**config.mk**
```make
export PLATFORM = sky130hd
export DESIGN_NAME = line_burst_seq
export DESIGN_NICKNAME = d
export VERILOG_FILES = /design/src/rtl/line_burst_seq.sv
export SDC_FILE = /design/constraint.sdc
export NUM_CORES = 1
export LEC_CHECK = 0
export CAP_MARGIN = 20
export CORE_MARGIN = 1
export CORE_UTILIZATION = 36
export CTS_BUF_LIST = sky130_fd_sc_hd__clkbuf_4 sky130_fd_sc_hd__clkbuf_8 sky130_fd_sc_hd__clkbuf_16
export DETAILED_ROUTE_END_ITERATION = 10
export MAX_ROUTING_LAYER = met4
export SKIP_CTS_REPAIR_TIMING = 1
export SLEW_MARGIN = 15
export SYNTH_ARGS = -nofsm -noshare
export SYNTH_HDL_FRONTEND = slang
export SYNTH_SLANG_ARGS = --single-unit
```
**constraint.sdc**
```tcl
create_clock -name clk -period 2.35 [get_ports clk]
set_input_delay 0.5875 -clock clk [delete_from_list [all_inputs] [get_ports clk]]
set_output_delay 0.5875 -clock clk [all_outputs]
set_load 0.005 [all_outputs]
```
**src/rtl/line_burst_seq.sv**
```systemverilog
// Line-to-word burst sequencer: expands one cache-line read or write into
// WORDS consecutive 32-bit memory transfers, one handshake per word.
module line_burst_seq #(
  parameter int WORDS  = 8,
  parameter int ADDR_W = 32
) (
  input  logic                  clk,
  input  logic                  rst,
  input  logic                  line_read,
  input  logic                  line_write,
  input  logic [ADDR_W-1:0]     line_addr,
  input  logic [32*WORDS-1:0]   line_wdata,
  output logic [32*WORDS-1:0]   line_rdata,
  output logic                  line_resp,
  output logic                  mem_read,
  output logic                  mem_write,
  output logic [ADDR_W-1:0]     mem_address,
  output logic [31:0]           mem_wdata,
  output logic [3:0]            mem_byte_enable,
  input  logic                  mem_resp,
  input  logic [31:0]           mem_rdata
);

  // state | meaning
  // IDLE  | waiting for a line request; only state that samples line_* inputs
  // RD    | issuing word reads, filling line_rdata word by word
  // WR    | issuing word writes from the latched line
  // DONE  | one-cycle line_resp pulse, then back to IDLE

  localparam int CNT_W = (WORDS > 1) ? $clog2(WORDS) : 1;
  localparam logic [CNT_W-1:0] LAST = CNT_W'(WORDS - 1);

  typedef enum logic [1:0] {IDLE, RD, WR, DONE} state_t;

  state_t                state_q;
  logic [CNT_W-1:0]      cnt_q;
  logic [ADDR_W-1:0]     base_q;
  logic [32*WORDS-1:0]   wdata_q;
  logic [32*WORDS-1:0]   rdata_q;
  logic                  line_resp_q;
  logic                  mem_read_q;
  logic                  mem_write_q;
  logic [ADDR_W-1:0]     mem_address_q;
  logic [31:0]           mem_wdata_q;
  logic [3:0]            mem_byte_enable_q;

  logic [CNT_W-1:0]      cnt_d;
  logic [ADDR_W-1:0]     base_d;
  logic [ADDR_W-1:0]     addr_d;
  logic [31:0]           wword_d;

  // Lines are 32-byte aligned regardless of WORDS.
  assign base_d  = line_addr & ~ADDR_W'(32'd31);
  assign cnt_d   = cnt_q + CNT_W'(1);
  assign addr_d  = base_q + (ADDR_W'(cnt_d) << 2);
  assign wword_d = wdata_q[cnt_d*32 +: 32];

  always_ff @(posedge clk) begin
    if (rst) begin
      state_q           <= IDLE;
      cnt_q             <= '0;
      base_q            <= '0;
      wdata_q           <= '0;
      rdata_q           <= '0;
      line_resp_q       <= 1'b0;
      mem_read_q        <= 1'b0;
      mem_write_q       <= 1'b0;
      mem_address_q     <= '0;
      mem_wdata_q       <= '0;
      mem_byte_enable_q <= 4'h0;
    end else begin
      case (state_q)
        IDLE: begin
          line_resp_q <= 1'b0;
          if (line_read) begin
            state_q       <= RD;
            base_q        <= base_d;
            cnt_q         <= '0;
            mem_read_q    <= 1'b1;
            mem_address_q <= base_d;
          end else if (line_write) begin
            state_q           <= WR;
            base_q            <= base_d;
            wdata_q           <= line_wdata;
            cnt_q             <= '0;
            mem_write_q       <= 1'b1;
            mem_address_q     <= base_d;
            mem_wdata_q       <= line_wdata[31:0];
            mem_byte_enable_q <= 4'hF;
          end
        end
        RD: begin
          if (mem_resp) begin
            rdata_q[cnt_q*32 +: 32] <= mem_rdata;
            if (cnt_q == LAST) begin
              state_q       <= DONE;
              mem_read_q    <= 1'b0;
              mem_address_q <= '0;
              line_resp_q   <= 1'b1;
            end else begin
              cnt_q         <= cnt_d;
              mem_address_q <= addr_d;
            end
          end
        end
        WR: begin
          if (mem_resp) begin
            if (cnt_q == LAST) begin
              state_q           <= DONE;
              mem_write_q       <= 1'b0;
              mem_address_q     <= '0;
              mem_wdata_q       <= '0;
              mem_byte_enable_q <= 4'h0;
              line_resp_q       <= 1'b1;
            end else begin
              cnt_q         <= cnt_d;
              mem_address_q <= addr_d;
              mem_wdata_q   <= wword_d;
            end
          end
        end
        DONE: begin
          state_q     <= IDLE;
          cnt_q       <= '0;
          line_resp_q <= 1'b0;
        end
        default: state_q <= IDLE;
      endcase
    end
  end

  assign line_rdata      = rdata_q;
  assign line_resp       = line_resp_q;
  assign mem_read        = mem_read_q;
  assign mem_write       = mem_write_q;
  assign mem_address     = mem_address_q;
  assign mem_wdata       = mem_wdata_q;
  assign mem_byte_enable = mem_byte_enable_q;

endmodule

```
==> qor.csv <==
stage,metric,value,unit
status,status,finished clean,
global_route,grt.overflow.total,0,
critical_path,cp.buffers_inverters,1,
routing,drt_iter0_markers,2161,
cells_and_area,fin_nets,3837,
routing,top_layer_used,met4,
critical_path,startpoint,mem_byte_enable[2],
clock_network,clkTransAtPathRegs,60,ps
routing,drc,0,
cells_and_area,drive_above_1_share,0.0961,
critical_path,required,1760,ps
global_route,grt_pass1_wl,139000,um
sta,setup_violations,0,
clock_network,cts.path.max_buffers,3,
clock_network,cts_tree,yes,
sta,max_freq,453,MHz
placed_design,placed_area,32200,um^2
min_path,hold_path_class,in -> reg,
clock_network,numClockSinks,609,
clock_network,clock_insertion_delay_worst_skew,600,ps
routing,routed_via_density,5.21,
routing,vias,23120,
cells_and_area,final_util,0.512,
floorplanning,die_area,69100,um^2
sta,fin_crit_sh,0.939,
placed_design,gp_routability_congestion,0.917,
global_route,grt.total_usage,0.270,
floorplanning,io_pins,652,
sta,worst_slew_pin_slew,924,ps
sta,relSlewSlack,0.384,
placed_design,pre_cts_slack,-66.5,ps
routing,post_drt_wl_per_cell,21.1,um
clock_network,cts_buffers,69,
sta,fin_ws,143,ps
sta,slew_violations,0,
global_route,grt_pass1_vias,21216,
critical_path,crit_chain,clkdlybuf4s50_1,
critical_path,cp.depth,1,
cells_and_area,final_area,34500,um^2
pwr,pwr_density_cell,932,nW/um^2
logic_synthesis,synth-seq-cells,609,
routing,final_antenna_net_count,0,
logic_synthesis,synth.distinct_cells,43,
clock_network,root_buffer,clkbuf_16,
logic_synthesis,synth-compound-area-share,0.162,
critical_path,crit_path_top_delay_cell,clkdlybuf4s50_1,
logic_synthesis,synthSimpleGateAreaFrac,0.211,
floorplanning,dieWidth,263,um
cells_and_area,final_cell_mix,"805 x nand2_1, 643 x clkdlybuf4s50_1, 608 x dfxtp_1",
routing,drt_wl_total,93600,um
logic_synthesis,synth_xor_area_frac,0,
logic_synthesis,synth_warnings,0,
sta,layout_min_cycle_time,2210,ps
routing,routed-wl-met3,6600,um
critical_path,crit_type,reg -> out,
logic_synthesis,yosys-mux-area-fraction,0.0700,
routing,drt-met1-wl,42600,um
critical_path,path_max_fanout,6,
critical_path,ff2ff_path_depth,8,
cells_and_area,synthToLayoutAreaGrowth,40.6,%
min_path,hold_path_startpoint,rst,
logic_synthesis,syn_inst,2987,
global_route,antenna_found_initial,18,
min_path,whs_path_depth,2,
floorplanning,initial_core_util,0.364,
floorplanning,core,67300,um^2
logic_synthesis,synth_top_family_by_area,simple AND/OR/NAND/NOR gates,
critical_path,arrival,1620,ps
global_route,grt_max_degree,165,
floorplanning,die_h,263,um
cells_and_area,final_common_cell,nand2_1,
logic_synthesis,ys.flop_type,dfxtp_1,
critical_path,critical-path-max-stage-delay,560,ps
routing,dr.pass1.iters,5,
logic_synthesis,ys_seq_area_frac,0.497,
pwr,leakage,12.2,nW
clock_network,h-tree-depth,3,
logic_synthesis,synth_adder_area_share,0.00408,
critical_path,rr_startpoint,cnt_q[1],
logic_synthesis,synth_edf_count,0,
sta,finalHoldViolCount,0,
placed_design,portBuffers,644,
critical_path,end_kind,output port,
logic_synthesis,avgSynthCellArea,8.21,um^2
sta,clock_skew,19.9,ps
sta,rsz0062_at_grt,no,
routing,wl_met2,40700,um
logic_synthesis,synth_area,24500,um^2
run,drv_cap,0,
placed_design,place_hpwl,66200,um
sta,tns,0,ps
critical_path,cp-start-kind,register,
critical_path,path_delay_family,buffers and inverters,
pwr,ir_drop,0.509,mV
logic_synthesis,async_flop_share,0,
floorplanning,fp-row-count,95,
[state kept, by name, summed over array words and instances (netlist names)]
| name | flops |
|---|---|
| line_rdata | 256 |
| cnt_q | 3 |
| state_q | 2 |
| wdata_q | 256 |
| line_resp | 1 |
| base_q | 27 |
| mem_address | 30 |
| mem_read | 1 |
| mem_byte_enable | 1 |
| mem_wdata | 32 |
[through the flow]
step / std cells / hold slack [ps] / power (mW)
after floorplan: 2988 / 433 / 17.3
after global placement: 4306 / 438 / 21.5
after detailed placement: 4306 / 443 / 21.5
after CTS: 4423 / 198 / 32.3
after global routing: 4436 / 214 / 33.6
final: 4438 / 242 / 32.1
[layout make-up]
| type | instances | area [um^2] |
|---|---|---|
| Tap cell | 873 | 1090 |
| Inverter | 8 | 30.0 |
| Timing Repair Buffer | 751 | 7830 |
| Clock inverter | 18 | 201 |
| Clock buffer | 99 | 2060 |
| Antenna cell | 15 | 37.5 |
| Multi-Input combinational cell | 2065 | 11000 |
| Sequential cell | 609 | 12200 |
| Fill cell | 6490 | 32800 |
[report_power, final]
group | internal (mW) | switching [mW] | total [mW]
clock network | 6.42 | 4.38 | 10.8
logic | 4.11 | 5.43 | 9.54
registers | 11.3 | 0.505 | 11.8
total | 21.8 | 10.3 | 32.1
[routing by layer]
layer,up-vias,global-route usage
met5,-,-
met3,162,0.0484
met1,10856,0.367
met4,0,0.115
met2,875,0.392
li1,11227,-
[kinds of logic (layout without fill, tap and decap cells)]
logic type	after synthesis	in the layout
fa+ha+maj	8	8
buf+inv	314	876
simple gates	1214	1214
mux	161	161
other cells	1	17
flops	609	609
compound gates	680	680
[worst paths after layout]
| check | slack, ps | end |
|---|---|---|
| worst max-delay path | 140 | mem_byte_enable[2] |
| worst min-delay path | 240 | mem_read |
| worst max register to register | 150 | line_rdata[253] |
| worst min register to register | 450 | wdata_q[210] |
[cell usage after synthesis, types with 2 or more instances]
cell type	n	area [um^2]
or3_1	4	25.0
o22ai_1	2	12.5
nand2b_1	8	50.1
nand3b_1	2	15.0
buf_6	3	33.8
o22ai_2	31	388
buf_1	9	33.8
nor3_1	28	140
nand4_1	43	269
mux2_2	64	721
a311oi_1	28	245
mux4_2	2	45.0
nand3_1	181	906
or2_1	3	18.8
dfxtp_1	609	12200
buf_2	95	475
and3_1	32	200
nor3_2	4	40.0
nor2b_1	29	181
inv_1	7	26.3
a22oi_1	31	233
ha_1	8	100
a21oi_1	549	2750
o221ai_1	31	272
nand2_1	805	3020
nor3b_1	3	22.5
buf_4	9	67.6
mux2i_1	95	951
o21ai_0	2	10.0
nor2_1	68	255
clkbuf_1	190	713
Power figures use the tool's default switching activity.
==> edit: new RTL, same settings <==
Set the parameter `ADDR_W` to 40 (it was 32).
--- a/src/rtl/line_burst_seq.sv
+++ b/src/rtl/line_burst_seq.sv
@@ -2,7 +2,7 @@
 // WORDS consecutive 32-bit memory transfers, one handshake per word.
 module line_burst_seq #(
   parameter int WORDS  = 8,
-  parameter int ADDR_W = 32
+  parameter int ADDR_W = 40
 ) (
   input  logic                  clk,
   input  logic                  rst,
Interface: changed (resized line_addr and mem_address); port bits go from 652 to 668. No check against the original RTL was run, so the function may have changed too.
==> edit against the original RTL <==
Routed wire length increased by 1.5%. Critical path depth unchanged. Clock power is 6% higher. Sequential share of layout area is 0.18 points lower. Hold slack better by 0.049 ns. Cell count rose by 4.2%. Power rose by 4.9%. Worst setup slack got worse by 0.027 ns. Synthesized area grew 2.6%. Final area grew 3.2%. Sequential cell count increased by 16. Critical endpoint is now mem_write. Largest cell class unchanged.
==> edit: results (changes against the original RTL) <==
status: "completed"  # unchanged
seq_area_frac_synth: 0.4972  # was 0.4973
fin_nets: 3950  # was 3837
cts_inserted_buffers: 71  # was 69
drive_gt1_frac: 0.09951  # was 0.09606
max-clock-path-buffers: 3  # unchanged
clk_latency_ns: 0.62  # was 0.60 ns
worstPathMaxFanout: 6  # unchanged
hp-class: "input port to flip-flop"  # unchanged
finalNonFillerCells: 4624  # was 4438
slowest_stage: "clkdlybuf4s50_1"  # unchanged
fin_skew_ns: 0.02289  # was 0.01991 ns
yosys_warnings: 0  # unchanged
htree_levels: 3  # unchanged
grt_usage: 0.2654  # was 0.2701
grt_antenna_before_repair: 32  # was 18
dr_total_vias: 23560  # was 23120
arrival_ns: 1.65  # was 1.62 ns
grt_pass1_wl_mm: 139.3  # was 138.8 mm
vdd_drop_max_mv: 0.5046  # was 0.5092 mV
critical-path-top-delay-family: "buffers and inverters"  # unchanged
io_buffers: 660  # was 644
clk_pin_slew_ns: 0.06  # about the same
grt_max_degree: 177  # was 165
cts_root_buf: "clkbuf_16"  # unchanged
crit_path_max_incr_delay_ns: 0.60  # was 0.56 ns
drt_iter0_drc: 2038  # was 2161
yosys-top-cells-count: "nand2_1 (821), dfxtp_1 (625), a21oi_1 (557)"  # was nand2_1 (805), dfxtp_1 (609), a21oi_1 (549)
slew_viol_final: 0  # unchanged
synthArstFlopShare: 0  # unchanged
power_leakage_uw: 0.01257  # was 0.01219 uW
ys.flop_type: "dfxtp_1"  # unchanged
synthTopCellsByArea: "dfxtp_1 (50%), nand2_1 (12%), a21oi_1 (11%)"  # unchanged
drt_wl_total_mm: 95.06  # was 93.62 mm
grt_pass1_vias: 21660  # was 21220
ys_types: 43  # unchanged
first_pass_iters: 5  # unchanged
dp_cells: 4466  # was 4306
max-slew-margin-rel: 0.3605  # was 0.3841
synthCells: 3068  # was 2987
dpl.hpwl_mm: 65.63  # was 66.21 mm
gp_congestion: 0.8604  # was 0.9170
[edit: worst paths after layout]
kind | start | cells past startpoint | slack, ns | end
worst max-delay path | mem_byte_enable[2] | 1 | 0.12 | mem_write
worst min-delay path | rst | 2 | 0.29 | line_rdata[27]
worst max register to register | cnt_q[1] | 8 | 0.16 | line_rdata[200]
worst min register to register | wdata_q[101] | 2 | 0.45 | wdata_q[101]
[edit: area by class of cell]
cell class / instances / area [sq um]
diodes: 35 / 87.58
clock buffers: 99 / 2068
clock inverters: 23 / 335.3
fillers: 6660 / 33260
inverters: 8 / 30.03
multi-input cells: 2121 / 11320
flip-flops and latches: 625 / 12520
well taps: 931 / 1165
repair buffers: 782 / 8044
[edit: metal layers]
metal	vias to the layer above	part of all wire	GRT usage
met5	-	0	-
met4	0	0.033	0.09506
met3	142	0.077	0.07584
met2	709	0.49	0.4405
met1	11110	0.39	0.3039
li1	11600	-	-
[edit: per-stage QoR]
stage | hold WS (ns) | worst slack [ns] | area, sq um
global placement | 0.4385 | -0.1333 | 33060
finish | 0.2909 | 0.1167 | 35570
floorplan | 0.4329 | 0.2304 | 25170
detailed placement | 0.4434 | -0.1489 | 33060
CTS | 0.2617 | -0.06886 | 35470
global route | 0.2788 | 0.01507 | 35560
[edit: logic make-up (layout without fill, tap and decap cells)]
| family | after synthesis | count (layout) | share of synthesized area |
|---|---|---|---|
| AO/OA/AOI/OAI | 696 | 696 | 0.1618 |
| adder cells (fa/ha/maj) | 8 | 8 | 0.003978 |
| buffers and inverters | 323 | 912 | 0.05579 |
| flip-flops | 625 | 625 | 0.4972 |
| multiplexers | 161 | 161 | 0.06822 |
| other | 1 | 37 | 0.0001490 |
| AND/OR/NAND/NOR | 1254 | 1254 | 0.2129 |
[edit: power breakdown]
group          leakage [uW]  switching (uW)  total (uW)  internal (uW)
combinational       0.00629            5620       10000           4390
clock               0.00121            4660       11500           6850
sequential          0.00508             556       12200          11700
